## src/rtl/alu_collect_pkg.sv

```systemverilog
`default_nettype none
// ============================================================================
//  Module      : alu_collect_pkg
//  Description : Shared types and constants for the ALU operand collector:
//                state encoding, INP_VALID encodings and the default-width
//                operand bundle.
//  Revision    : 1.0 - initial release
// ============================================================================
package alu_collect_pkg;

    // Collector state machine encoding
    typedef enum logic [1:0] {
        IDLE   = 2'd0,
        WAIT_A = 2'd1,
        WAIT_B = 2'd2,
        HOLD   = 2'd3
    } state_t;

    // INP_VALID encodings: bit0 = OPA valid, bit1 = OPB valid
    localparam logic [1:0] IV_NONE = 2'b00;
    localparam logic [1:0] IV_A    = 2'b01;
    localparam logic [1:0] IV_B    = 2'b10;
    localparam logic [1:0] IV_AB   = 2'b11;

    // Default operand/command widths of the bundle below
    localparam int c_DEF_DATA_WIDTH = 8;
    localparam int c_DEF_CMD_WIDTH  = 4;

    // One complete operand bundle at the default widths
    typedef struct packed {
        logic [c_DEF_DATA_WIDTH-1:0] opa;
        logic [c_DEF_DATA_WIDTH-1:0] opb;
        logic                        cin;
        logic                        mode;
        logic [c_DEF_CMD_WIDTH-1:0]  cmd;
    } bundle_t;

endpackage
`default_nettype wire

```

## src/rtl/alu_timeout_timer.sv

```systemverilog
`default_nettype none
// ============================================================================
//  Module      : alu_timeout_timer
//  Description : Partner-operand wait timer. Counts enabled cycles, clears on
//                request and flags the last cycle of the allowed window.
//                The count saturates and never wraps.
//  Revision    : 1.0 - initial release
// ============================================================================
module alu_timeout_timer #(
    parameter int TIMEOUT_CYCLES = 16
) (
    input  logic clk,
    input  logic reset,
    input  logic ce,
    input  logic clear,
    input  logic count,
    output logic expired
);

    localparam int              c_TW       = $clog2(TIMEOUT_CYCLES + 1);
    localparam logic [c_TW-1:0] c_TMR_LAST = c_TW'(TIMEOUT_CYCLES - 1);

    logic [c_TW-1:0] r_timer_q;
    logic [c_TW-1:0] w_timer_d;

    // Next timer value: clear wins, otherwise count up to the last window cycle
    always_comb begin
        w_timer_d = r_timer_q;
        if (ce) begin
            if (clear) begin
                w_timer_d = '0;
            end else if (count && (r_timer_q != c_TMR_LAST)) begin
                w_timer_d = r_timer_q + 1'b1;
            end
        end
    end

    // Timer register
    always_ff @(posedge clk) begin
        if (reset) begin
            r_timer_q <= '0;
        end else begin
            r_timer_q <= w_timer_d;
        end
    end

    assign expired = (r_timer_q == c_TMR_LAST);

endmodule
`default_nettype wire

```

## src/rtl/alu_operand_collector.sv

```systemverilog
`default_nettype none
// ============================================================================
//  Module      : alu_operand_collector
//  Description : Pairs OPA/OPB (arriving together or split across cycles)
//                with CMD/MODE/CIN and issues one bundle to the ALU over a
//                valid/ready handshake. A missing partner operand raises a
//                one-cycle ERR pulse after TIMEOUT_CYCLES enabled cycles.
//                Optional macro ALU_COLLECT_STATS_EN adds saturating pair and
//                timeout counters (pair_cnt, timeout_cnt).
//  Revision    : 1.0 - initial release
// ============================================================================
module alu_operand_collector
    import alu_collect_pkg::*;
#(
    parameter int DATA_WIDTH     = 8,
    parameter int CMD_WIDTH      = 4,
    parameter int TIMEOUT_CYCLES = 16
`ifdef ALU_COLLECT_STATS_EN
    ,
    parameter int CNT_WIDTH      = 16
`endif
) (
    input  logic                  clk,
    input  logic                  reset,
    input  logic                  CE,
    input  logic [DATA_WIDTH-1:0] OPA,
    input  logic [DATA_WIDTH-1:0] OPB,
    input  logic                  CIN,
    input  logic                  MODE,
    input  logic [CMD_WIDTH-1:0]  CMD,
    input  logic [1:0]            INP_VALID,
    output logic                  in_ready,
    output logic                  out_valid,
    input  logic                  out_ready,
    output logic [DATA_WIDTH-1:0] out_opa,
    output logic [DATA_WIDTH-1:0] out_opb,
    output logic                  out_cin,
    output logic                  out_mode,
    output logic [CMD_WIDTH-1:0]  out_cmd,
    output logic                  ERR
`ifdef ALU_COLLECT_STATS_EN
    ,
    output logic [CNT_WIDTH-1:0]  pair_cnt,
    output logic [CNT_WIDTH-1:0]  timeout_cnt
`endif
);

    // Bundle sized to this instance's parameters
    typedef struct packed {
        logic [DATA_WIDTH-1:0] opa;
        logic [DATA_WIDTH-1:0] opb;
        logic                  cin;
        logic                  mode;
        logic [CMD_WIDTH-1:0]  cmd;
    } coll_bundle_t;

    state_t       r_state_q;
    state_t       w_state_d;
    coll_bundle_t r_bundle_q;
    coll_bundle_t w_bundle_d;
    logic         r_err_q;
    logic         w_err_d;

    state_t       w_fresh_state;
    coll_bundle_t w_fresh_bundle;

    logic         w_tmr_clr;
    logic         w_tmr_cnt;
    logic         w_tmr_exp;

    // Evaluation of the inputs from an empty collector (IDLE or HOLD handshake)
    always_comb begin
        w_fresh_state  = IDLE;
        w_fresh_bundle = r_bundle_q;
        case (INP_VALID)
            IV_AB: begin
                w_fresh_state       = HOLD;
                w_fresh_bundle.opa  = OPA;
                w_fresh_bundle.opb  = OPB;
                w_fresh_bundle.cin  = CIN;
                w_fresh_bundle.mode = MODE;
                w_fresh_bundle.cmd  = CMD;
            end
            IV_A: begin
                w_fresh_state       = WAIT_B;
                w_fresh_bundle.opa  = OPA;
                w_fresh_bundle.opb  = '0;
                w_fresh_bundle.cin  = CIN;
                w_fresh_bundle.mode = MODE;
                w_fresh_bundle.cmd  = CMD;
            end
            IV_B: begin
                w_fresh_state       = WAIT_A;
                w_fresh_bundle.opa  = '0;
                w_fresh_bundle.opb  = OPB;
                w_fresh_bundle.cin  = CIN;
                w_fresh_bundle.mode = MODE;
                w_fresh_bundle.cmd  = CMD;
            end
            IV_NONE: begin
                w_fresh_state = IDLE;
            end
        endcase
    end

    // Next-state, bundle capture, timer control and timeout detection
    always_comb begin
        w_state_d  = r_state_q;
        w_bundle_d = r_bundle_q;
        w_err_d    = 1'b0;
        w_tmr_clr  = 1'b0;
        w_tmr_cnt  = 1'b0;
        if (CE) begin
            case (r_state_q)
                IDLE: begin
                    w_state_d  = w_fresh_state;
                    w_bundle_d = w_fresh_bundle;
                    w_tmr_clr  = 1'b1;
                end
                HOLD: begin
                    if (out_ready) begin
                        w_state_d  = w_fresh_state;
                        w_bundle_d = w_fresh_bundle;
                        w_tmr_clr  = 1'b1;
                    end
                end
                WAIT_B: begin
                    if (INP_VALID[1]) begin
                        // Partner arrived: first-half CMD/MODE/CIN are kept
                        w_bundle_d.opb = OPB;
                        w_state_d      = HOLD;
                        w_tmr_clr      = 1'b1;
                    end else if (w_tmr_exp) begin
                        w_bundle_d = '0;
                        w_state_d  = IDLE;
                        w_err_d    = 1'b1;
                        w_tmr_clr  = 1'b1;
                    end else if (INP_VALID[0]) begin
                        // A newer first half replaces the old one and restarts the window
                        w_bundle_d.opa  = OPA;
                        w_bundle_d.cin  = CIN;
                        w_bundle_d.mode = MODE;
                        w_bundle_d.cmd  = CMD;
                        w_tmr_clr       = 1'b1;
                    end else begin
                        w_tmr_cnt = 1'b1;
                    end
                end
                WAIT_A: begin
                    if (INP_VALID[0]) begin
                        w_bundle_d.opa = OPA;
                        w_state_d      = HOLD;
                        w_tmr_clr      = 1'b1;
                    end else if (w_tmr_exp) begin
                        w_bundle_d = '0;
                        w_state_d  = IDLE;
                        w_err_d    = 1'b1;
                        w_tmr_clr  = 1'b1;
                    end else if (INP_VALID[1]) begin
                        w_bundle_d.opb  = OPB;
                        w_bundle_d.cin  = CIN;
                        w_bundle_d.mode = MODE;
                        w_bundle_d.cmd  = CMD;
                        w_tmr_clr       = 1'b1;
                    end else begin
                        w_tmr_cnt = 1'b1;
                    end
                end
            endcase
        end
    end

    // State and bundle registers, frozen while CE is low
    always_ff @(posedge clk) begin
        if (reset) begin
            r_state_q  <= IDLE;
            r_bundle_q <= '0;
        end else if (CE) begin
            r_state_q  <= w_state_d;
            r_bundle_q <= w_bundle_d;
        end
    end

    // ERR pulse register; drops to 0 whenever CE is low
    always_ff @(posedge clk) begin
        if (reset) begin
            r_err_q <= 1'b0;
        end else begin
            r_err_q <= w_err_d;
        end
    end

    alu_timeout_timer #(
        .TIMEOUT_CYCLES (TIMEOUT_CYCLES)
    ) u_timer (
        .clk     (clk),
        .reset   (reset),
        .ce      (CE),
        .clear   (w_tmr_clr),
        .count   (w_tmr_cnt),
        .expired (w_tmr_exp)
    );

    assign out_valid = (r_state_q == HOLD);
    assign in_ready  = (r_state_q != HOLD) || out_ready;
    assign out_opa   = r_bundle_q.opa;
    assign out_opb   = r_bundle_q.opb;
    assign out_cin   = r_bundle_q.cin;
    assign out_mode  = r_bundle_q.mode;
    assign out_cmd   = r_bundle_q.cmd;
    assign ERR       = r_err_q;

`ifdef ALU_COLLECT_STATS_EN
    logic [CNT_WIDTH-1:0] r_pair_cnt_q;
    logic [CNT_WIDTH-1:0] w_pair_cnt_d;
    logic [CNT_WIDTH-1:0] r_timeout_cnt_q;
    logic [CNT_WIDTH-1:0] w_timeout_cnt_d;

    // Saturating handshake and timeout counters
    always_comb begin
        w_pair_cnt_d    = r_pair_cnt_q;
        w_timeout_cnt_d = r_timeout_cnt_q;
        if (CE && (r_state_q == HOLD) && out_ready && (r_pair_cnt_q != '1)) begin
            w_pair_cnt_d = r_pair_cnt_q + 1'b1;
        end
        if (w_err_d && (r_timeout_cnt_q != '1)) begin
            w_timeout_cnt_d = r_timeout_cnt_q + 1'b1;
        end
    end

    // Counter registers
    always_ff @(posedge clk) begin
        if (reset) begin
            r_pair_cnt_q    <= '0;
            r_timeout_cnt_q <= '0;
        end else begin
            r_pair_cnt_q    <= w_pair_cnt_d;
            r_timeout_cnt_q <= w_timeout_cnt_d;
        end
    end

    assign pair_cnt    = r_pair_cnt_q;
    assign timeout_cnt = r_timeout_cnt_q;
`endif

endmodule
`default_nettype wire
```

## config.mk

```make
export PLATFORM = sky130hd
export DESIGN_NAME = alu_operand_collector
export DESIGN_NICKNAME = d
export VERILOG_FILES = /design/src/rtl/alu_collect_pkg.sv /design/src/rtl/alu_timeout_timer.sv /design/src/rtl/alu_operand_collector.sv
export SDC_FILE = /design/constraint.sdc
export NUM_CORES = 1
export LEC_CHECK = 0
export BUFFER_PORTS_ARGS = -buffer_cell sky130_fd_sc_hd__buf_2
export CORE_ASPECT_RATIO = 1.75
export CORE_MARGIN = 1
export CORE_UTILIZATION = 42
export CTS_BUF_LIST = sky130_fd_sc_hd__clkbuf_8 sky130_fd_sc_hd__clkbuf_16
export CTS_CLUSTER_SIZE = 25
export DETAILED_ROUTE_END_ITERATION = 10
export PLACE_DENSITY = 0.68
export SYNTH_ARGS = -nofsm -noshare
export SYNTH_HDL_FRONTEND = slang
export SYNTH_HIERARCHICAL = 1
export SYNTH_SLANG_ARGS = --single-unit
```

## constraint.sdc

```tcl
create_clock -name clk -period 3.7 [get_ports clk]
set_input_delay 0.555 -clock clk [delete_from_list [all_inputs] [get_ports clk]]
set_output_delay 0.555 -clock clk [all_outputs]
set_load 0.01 [all_outputs]
```

==> results.md <==
- Status: complete, no violations
- Share of the clock period used by the worst path after layout: approximately three quarters
- DRC violation count after routing: 0
- Number of flops mapped to enable cells by yosys: 0
- Total Wirelength: ~3700 µm
- Worst hold-check slack: between 0.4 and 0.5 ns
- Via count of the routed design: approximately 1400
- Buffers & Inverters on Critical Path: 0
- Count of synthesis-stage warnings from yosys: 6
- First-pass GRT wire length: 5960 µm
- Root buffer selected by CTS: sky130_fd_sc_hd__clkbuf_8
- Power per cell area: roughly 430 mW/mm²
- Floorplan die width: 48.8 µm
- Final weighted congestion of routability-driven global placement: about 0.81
- Std-Cell Core Area: 0.00363 mm²
- Required time of the critical path: around 4 ns
- Worst-path clk slew: ~0.06 ns
- Final Critical Period: between 2 and 3 ns
- Port bufs: between 50 and 60
- Critical path startpoint: u_timer/r_timer_q[0]
- Final core area utilization: a little over half
- Final HPWL DP: approximately 2800 µm
- Initial antenna violation count: 0
- Main flop type after synthesis: sky130_fd_sc_hd__dfxtp_1
- Max-Slew Margin vs Limit: approximately 38%
- Number of clock sinks: 30
- Hold/Removal Path Class: flop to flop
- Number of H-tree levels: 2
- Total of max-cap violations: 0
- Fraction of synthesized cell area taken by the top area cell type: 37.4%
- Synth Register Bits: 30
- Floorplan die area: just over 0.004 mm²
- Fmax: approximately 0.37 GHz
- Number of buffers added by the clock tree synthesis step: 5
- Critical path cell sequence: ha_1, and3_1, ha_1, nor2_1, nor4b_1, nor2b_4, nand4_1, or4_1, a31oi_1
- Worst setup EP type: flop
- Maximum number of pins on one net before global-route repair: 34
- Post-CTS Setup Bufs: 0
- Worst-case clock skew: about 0.0034 ns
- Hold_buf cts: 0
- Maximum buffer depth of the clock tree: 2
- Startpoint type of the worst setup path: flop
- Number of different library cells in the post-synthesis netlist: 32
- Cells resized by post-CTS repair: 0
- Syn_nets: roughly 220
- Design Power: around 0.00085 W
- Vertical die dimension: 83.9 µm
- Cell at the slowest stage of the critical path: sky130_fd_sc_hd__nor4b_1
- Post-Syn Area per Cell: 8.93 µm²
- Drt first pass iters: 4
- Starting utilization of the core area: about 44%
- Detailed Route Iter0 Violations: 26
- Instance count after placement with tap cells included: about 270
- Vias per cell: a little over 5
- Number of nets in the final layout: 270
- Crit Reg-Reg Startpoint: u_timer/r_timer_q[0]
- Leading cell type by number of instances after synthesis: sky130_fd_sc_hd__dfxtp_1
- Routed length per placed instance: between 10 and 15 µm
- Final setup violation count: 0
- Register-to-register setup slack: about 1 ns
- Seq/Total Area, Yosys: around 37%
- Final hold violation count: 0
- Fin. max-slew vios: 0
- Via count of the first global-routing pass: between 1000 and 1500
- Number of instances on the worst hold path: 2
- CP Data Arrival Time: about 2.9 ns
- Cells after Synth: 180
- Congestion Overflow GR: 0
- Endpoint of the most critical setup path: u_timer/r_timer_q[3]
- Cell Rows: 29
- All-layer global routing usage: 18.9%
- Fraction of registers with async set/reset: 0%
- Latest clock arrival within the worst-skew pair: about 0.28 ns
- Library cell with the largest summed area after synthesis: sky130_fd_sc_hd__dfxtp_1
- Cells on worst reg2reg path: 9
- Largest delay share family, worst path: simple AND/OR/NAND/NOR gates
- Highest net fanout along the worst path: 8
- Crit path kind: flop to flop
- I/O Pins: 53
- Reg-to-reg endpoint: u_timer/r_timer_q[3]
- Filler-free cell count of the finished design: 280
- List of most frequent post-synthesis cells: sky130_fd_sc_hd__dfxtp_1 (30), sky130_fd_sc_hd__nand2_1 (28), sky130_fd_sc_hd__nand2b_1 (26), sky130_fd_sc_hd__mux2i_1 (23)
- Antenna viol nets, final: 0
- Fin Setup TNS: 0 ns
- Peak per-stage delay on the critical path: slightly above 0.4 ns
- Highest ir drop seen on vdd: 0.000283 V
- Clock tree from TritonCTS: done
- Biggest area contributors in the synthesized netlist: sky130_fd_sc_hd__dfxtp_1 (37%), sky130_fd_sc_hd__mux2i_1 (14%), sky130_fd_sc_hd__nand2b_1 (10%)
- Area added between synthesis and finish: 23.7%
- Most used cell, CP: sky130_fd_sc_hd__ha_1
- Antenna diodes: 0
- Proportion of layout cells with a drive suffix above 1: a little over a quarter
- Synth Cell Area: roughly 0.0016 mm²
- RSZ-0062 raised after global routing: false
- Reported leakage power: 0.919 nW
- Cell count along the critical path: 9
- Slew at the pin closest to its max-slew limit: around 0.93 ns
## registers in the layout, indices dropped and copies added, names as in the netlist
signal	flops
ERR	1
out_cin	1
r_state_q	2
out_opb	8
out_opa	8
u_timer/r_timer_q	5
out_mode	1
out_cmd	4
## per-layer routing
layer  GRT usage, %  vias to the layer above  routed length (µm)
met5              0                        -                   0
met4           10.2                        0                  63
met3           4.55                        6                 139
met2           36.1                       39                2040
met1           17.6                      658                1410
li1               -                      719                   -
## worst min path at each step
stage | endpoint | slack (ns) | from
final | out_opa[0] | 0.47 | out_opa[0]
after global routing | out_cmd[0] | 0.49 | out_cmd[0]
after CTS | out_opa[0] | 0.48 | out_opa[0]
after detailed placement | out_opa[0] | 0.47 | out_opa[0]
after global placement | out_opa[5] | 0.46 | out_opa[5]
after floorplan | u_timer/r_timer_q[3] | 0.45 | u_timer/r_timer_q[3]
## logic make-up after synthesis
group / count (synthesis) / share of synthesized area [%]
multiplexers: 23 / 14.3
adder cells (fa/ha/maj): 9 / 7.00
AO/OA/AOI/OAI: 25 / 11.0
AND/OR/NAND/NOR: 77 / 26.0
buffers and inverters: 16 / 4.36
flip-flops: 30 / 37.4
## report_power, final
part / leakage (nW) / switching (W) / total, W / internal (W)
sequential: 0.244 / 0.0000149 / 0.000366 / 0.000351
combinational: 0.622 / 0.000126 / 0.000221 / 0.0000950
clock: 0.0524 / 0.000118 / 0.000265 / 0.000147
## metrics by stage
step	setup slack (ns)	area, µm²
after floorplan	1.33	1610
after global placement	1.19	1900
after detailed placement	1.07	1900
after CTS	1.05	1990
after global routing	0.856	1990
final	0.996	1990
## layout by cell type (no fill, tap or decap), drive strengths merged, types with 2 or more instances in the layout
cell    synthesis  final
dfxtp          30     30
a22oi           2      2
mux2i          23     23
o21bai          2      2
nand2b         26     26
inv             9     10
nor4b           2      2
nand2          28     28
a21o            2      2
ha              9      9
nor2b           3      3
a311oi          3      3
a21oi           9      9
buf             4     53
nand3b          2      2
nor3            3      3
o31ai           2      2
clkbuf          3      6
nor2            7      7
o21ai           2      2
## tightest hold or removal path: cells and delay by family, from the launching register on
kind	cells	cell delay, ns
flops	1	0.31
simple gates	1	0.06
mux	1	0.06
## area by class of cell
class                           count  area, µm²
Multi-Input combinational cell    134        937
Inverter                            9       33.8
Timing Repair Buffer               53        268
Sequential cell                    30        601
Tap cell                           46       57.6
Clock inverter                      2       8.76
Clock buffer                        6       82.6
Fill cell                         359       1640
(Power assumes the default switching activity.)
